===== config.mk =====
export PLATFORM = sky130hd
export DESIGN_NAME = idex_skid_reg
export DESIGN_NICKNAME = d
export VERILOG_FILES = /design/src/rtl/idex_skid_reg.sv
export SDC_FILE = /design/constraint.sdc
export NUM_CORES = 1
export LEC_CHECK = 0
export BUFFER_PORTS_ARGS = -buffer_cell sky130_fd_sc_hd__buf_2
export CAP_MARGIN = 20
export CORE_MARGIN = 2
export CORE_UTILIZATION = 49
export DETAILED_ROUTE_END_ITERATION = 8
export PLACE_DENSITY = 0.88
export RECOVER_POWER = 100
export SYNTH_ARGS = -nofsm -noshare
export SYNTH_HDL_FRONTEND = slang
export SYNTH_SLANG_ARGS = --single-unit

===== constraint.sdc =====
create_clock -name CLK -period 1.9 [get_ports CLK]
set_clock_uncertainty 0.2 [all_clocks]
set_input_delay 0.38 -clock CLK [delete_from_list [all_inputs] [get_ports CLK]]
set_output_delay 0.38 -clock CLK [all_outputs]
set_load 0.02 [all_outputs]

===== src/rtl/idex_skid_reg.sv =====
// idex_skid_reg: elastic ID/EX pipeline register built as a 2-entry skid buffer.
//
// Ports:
//   CLK, RST_N        clock (rising edge) and asynchronous active-low reset
//   flush             synchronous squash of every held entry
//   in_valid/in_ready decode-side handshake; in_ready comes from a register only
//   in_*              decoded instruction payload (ctrl, r1, r2, sext, rd, func3, func7)
//   out_valid/out_ready EX-side handshake
//   out_*             head-entry payload; out_ctrl is forced to 0 on a bubble
//   stall_cnt         saturating count of cycles with out_valid=1 and out_ready=0
//
// Entry M drives the outputs; entry S catches the one instruction accepted while M is
// blocked, so in_ready never depends combinationally on out_ready.
module idex_skid_reg #(
   parameter int unsigned XLEN    = 64,
   parameter int unsigned RADDR_W = 5,
   parameter int unsigned CTRL_W  = 7,
   parameter int unsigned CNT_W   = 16
) (
   input  logic               CLK,
   input  logic               RST_N,
   input  logic               flush,
   input  logic               in_valid,
   output logic               in_ready,
   input  logic [CTRL_W-1:0]  in_ctrl,
   input  logic [XLEN-1:0]    in_r1,
   input  logic [XLEN-1:0]    in_r2,
   input  logic [XLEN-1:0]    in_sext,
   input  logic [RADDR_W-1:0] in_rd,
   input  logic [2:0]         in_func3,
   input  logic [6:0]         in_func7,
   output logic               out_valid,
   input  logic               out_ready,
   output logic [CTRL_W-1:0]  out_ctrl,
   output logic [XLEN-1:0]    out_r1,
   output logic [XLEN-1:0]    out_r2,
   output logic [XLEN-1:0]    out_sext,
   output logic [RADDR_W-1:0] out_rd,
   output logic [2:0]         out_func3,
   output logic [6:0]         out_func7,
   output logic [CNT_W-1:0]   stall_cnt
);

   localparam int unsigned PW = CTRL_W + 3 * XLEN + RADDR_W + 3 + 7;
   localparam logic [CNT_W-1:0] CntMax = {CNT_W{1'b1}};
   localparam logic [CNT_W-1:0] CntOne = {{(CNT_W - 1){1'b0}}, 1'b1};

   logic          m_valid_q, m_valid_d;
   logic          s_valid_q, s_valid_d;
   logic [PW-1:0] m_data_q, m_data_d;
   logic [PW-1:0] s_data_q, s_data_d;
   logic [PW-1:0] in_data;
   logic [CNT_W-1:0] stall_q, stall_d;
   logic [CTRL_W-1:0] m_ctrl;
   logic          accept, issue;

   assign in_data = {in_ctrl, in_r1, in_r2, in_sext, in_rd, in_func3, in_func7};

   assign in_ready  = ~s_valid_q;
   assign accept    = in_valid & in_ready;
   assign out_valid = m_valid_q;
   assign issue     = m_valid_q & out_ready;

   assign {m_ctrl, out_r1, out_r2, out_sext, out_rd, out_func3, out_func7} = m_data_q;
   // A bubble must never assert register or memory writes downstream.
   assign out_ctrl  = m_ctrl & {CTRL_W{m_valid_q}};
   assign stall_cnt = stall_q;

   always_comb begin
      m_valid_d = m_valid_q;
      s_valid_d = s_valid_q;
      m_data_d  = m_data_q;
      s_data_d  = s_data_q;
      if (flush) begin
         // An issue this cycle has already been seen by EX; everything held is dropped.
         m_valid_d = 1'b0;
         s_valid_d = 1'b0;
      end else if (issue && s_valid_q) begin
         // in_ready is low whenever S is full, so no accept can coincide here.
         m_data_d  = s_data_q;
         s_valid_d = 1'b0;
      end else if (issue || !m_valid_q) begin
         m_valid_d = accept;
         // Payload only loads on accept so data outputs hold through bubbles.
         if (accept) begin
            m_data_d = in_data;
         end
      end else if (accept) begin
         s_data_d  = in_data;
         s_valid_d = 1'b1;
      end
   end

   always_comb begin
      stall_d = stall_q;
      if (m_valid_q && !out_ready && (stall_q != CntMax)) begin
         stall_d = stall_q + CntOne;
      end
   end

   always_ff @(posedge CLK or negedge RST_N) begin
      if (!RST_N) begin
         m_valid_q <= 1'b0;
         s_valid_q <= 1'b0;
         m_data_q  <= '0;
         s_data_q  <= '0;
         stall_q   <= '0;
      end else begin
         m_valid_q <= m_valid_d;
         s_valid_q <= s_valid_d;
         m_data_q  <= m_data_d;
         s_data_q  <= s_data_d;
         stall_q   <= stall_d;
      end
   end

endmodule

==> impl_metrics.tcl <==
set metrics [dict create \
    fin_crit_ps 2341 \
    layout_commonest_cell "dfrtp_1" \
    tightest_slew_ps 1342 \
    drt_iter0_markers 2208 \
    crit_path_top_delay_cell "dfrtp_2" \
    powerDensity_mw_per_mm2 1068 \
    multi_input_area_mm2 0.007306 \
    area_growth_pct 41.74 \
    clk_latency_ps 570 \
    path_clk_slew_ps 70 \
    cp_slowest_stage_delay_ps 440 \
    cts_root_buf "clkbuf_16" \
    cts_made_buffers 46 \
    setup_viol 420 \
    crit_arrival_ps 2550 \
    finalCritPeriodShare_pct 123.2 \
    ir_worst_vdd_mv 0.8345 \
    maxCapViolCount 0 \
    synth-seq-cells 446 \
    setup_tns_ps -30850 \
    critical_path.cell_chain "buf_6, a221oi_4, buf_4, buf_12, buf_16, nor2_1, a31oi_1" \
    critPathMaxFanout 40 \
    end_kind "flip-flop" \
    syn_area_mm2 0.01997 \
    fp-row-count 73 \
    drive_gt1_share_pct 39.88 \
    grtUsageTotal_pct 31.45 \
    via_per_inst 6.175 \
    die-area_mm2 0.04238 \
    syn_area_per_cell_um2 10.40 \
    post_drt_wl_per_cell_um 26.24 \
    antenna_found_initial 8 \
    yosys_warnings 0 \
    leakage_nw 12.98 \
    h-tree-depth 2 \
    io_buffers 450 \
    dp.cells 2687 \
    nets 2731 \
    startpoint_type "flip-flop" \
    cpLargestDelayFamily "compound AO/OA/AOI/OAI gates" \
    cts_tree "built" \
    drcViolationCount 0 \
    die_h_um 205.9 \
    synthArstFlopShare_pct 100.0 \
    start_util_pct 49.91 \
    clock_path_buffers 3 \
    vias 18990 \
    synth.distinct_cells 35 \
    gp_congestion 0.8901 \
    syn_inst 1920 \
    synth_nets 2140 \
    violations "negative setup slack" \
    synth-main-ff-cell "dfrtp_1" \
    outcome "finished, violations left" \
    maxSlewHeadroom_pct 10.55 \
    yosysSeqAreaShare_pct 55.90 \
    crit_type "flip-flop to flip-flop" \
    drt-total-wl_um 80700 \
    power_mw 30.21 \
    grt_pass1_wl_um 102900 \
    setup_slack_ps -441.4 \
    maxSlewViolCount 0 \
    dieWidth_um 205.9 \
    rsz0062_at_grt "yes" \
    ff_latch_area_mm2 0.01116 \
    finalHoldViolations 0 \
    dpl.hpwl_um 36200 \
    nFillCells 2267 \
    detail_route.first_pass.iterations 9 \
    timing.fmax_ghz 0.4271 \
    synth-edff-count 0 \
    timing.hold.worst.class "input port to flip-flop" \
    layoutNonFillerInstCount 3076 \
    pin_count 451 \
    ant_nets 0 \
    cts.sinks 446 \
    grt_pass1_vias 18930 \
    core_area_mm2 0.04001 \
    most-common-layout-cells "445 x dfrtp_1, 442 x buf_2, 427 x nand2_1" \
    grt_max_degree 68 \
    grt-ovfl-total 0 \
    required_ps 2110 \
    crit_buf_inv 4 \
]
==> registers in the layout, indices dropped and copies added, names as in the netlist <==
signal and flops:
stall_cnt 16, m_data_q 214, s_valid_q 1, out_valid 1, s_data_q 214
==> Yosys cell counts (2+ instances only) <==
library cell | count | share of area [%]
xnor2_1 | 4 | 0.18
xor2_1 | 9 | 0.39
a21oi_1 | 2 | 0.050
nor3_1 | 3 | 0.075
buf_1 | 5 | 0.094
nor2_1 | 221 | 4.2
clkbuf_1 | 31 | 0.58
nand3_1 | 7 | 0.18
buf_4 | 214 | 8.0
nor4b_1 | 2 | 0.088
nor4_1 | 2 | 0.063
a31oi_1 | 215 | 6.7
nand4_1 | 5 | 0.16
and2_1 | 7 | 0.22
dfrtp_1 | 446 | 56
nand2_1 | 437 | 8.2
buf_2 | 76 | 1.9
mux2_1 | 9 | 0.51
and4_1 | 2 | 0.088
mux2_2 | 206 | 12
inv_1 | 3 | 0.056
==> worst register-to-register path, stage by stage, from the launching register on <==
cell and delay, ps:
dfrtp_2 440, buf_6 150, a221oi_4 310, buf_4 170
buf_12 140, buf_16 210, nor2_1 120, a31oi_1 440
==> cell families (layout without fill, tap and decap cells) <==
logic type	after synthesis	after routing	synth area share, %
buf+inv	329	954	10.68
simple gates	695	695	13.69
other cells	0	6	0
mux	215	215	12.13
fa+ha+maj	1	1	0.06266
compound gates	221	221	6.962
flops	446	446	55.90
xor+xnor	13	13	0.5703
==> power breakdown <==
| part | internal, mW | switching [mW] | leakage, nW |
|---|---|---|---|
| Sequential | 11.7 | 1.74 | 5.21 |
| Clock | 5.37 | 3.98 | 0.752 |
| Combinational | 3.35 | 4.07 | 7.02 |
==> path summary, 6_finish.rpt <==
path,start,endpoint,slack (ps),cells past startpoint
worst min register to register,s_data_q[25],s_data_q[25],310,1
worst min-delay path,flush,out_valid,70,4
min in group asynchronous,RST_N,m_data_q[9],480,2
worst max-delay path,out_valid,m_data_q[108],-440,7
worst max register to register,out_valid,m_data_q[108],-440,7
max in group asynchronous,RST_N,s_data_q[89],30,3
==> area by class of cell <==
| class | instances | area share, % |
|---|---|---|
| sequential | 446 | 39.44 |
| inverter | 3 | 0.03979 |
| tap | 525 | 2.321 |
| clock buffer | 68 | 4.824 |
| multi-input combinational | 1145 | 25.82 |
| antenna | 6 | 0.05306 |
| clock inverter | 14 | 0.5350 |
| timing repair buffer | 869 | 26.97 |
==> routing by layer <==
layer  track usage [%]  up-vias  part of all wire [%]
met4             21.96        6                   8.9
met1             33.67     9213                    32
met2             53.37     1675                    48
met5                 0        -                  0.11
met3             9.445      648                    11
li1                  -     7452                     -
==> what timing repair did <==
item / 4_1_cts / 5_1_grt
setup endpoints to repair: 80 / 448
setup buffers: 14 / 22
pin swaps: 4 / 14
resized for setup: 95 / 163
endpoints found under the hold margin: 876 / 0
gates cloned: 8 / 39
hold buffers: 218 / 0
==> per-stage QoR <==
step / area (um2) / util (%) / hold WS, ps / worst slack [ps]
after floorplan: 20000 / - / -115.6 / 22.72
after global placement: 22130 / 55.31 / 136.8 / -93.87
after detailed placement: 22130 / 55.31 / 135.4 / -144.5
after CTS: 26520 / 66.28 / 20.78 / -108.7
after global routing: 28290 / 70.73 / 74.34 / -467.8
final: 28300 / 70.74 / 72.26 / -441.4
No activity file was read; power rests on OpenSTA's default activity.
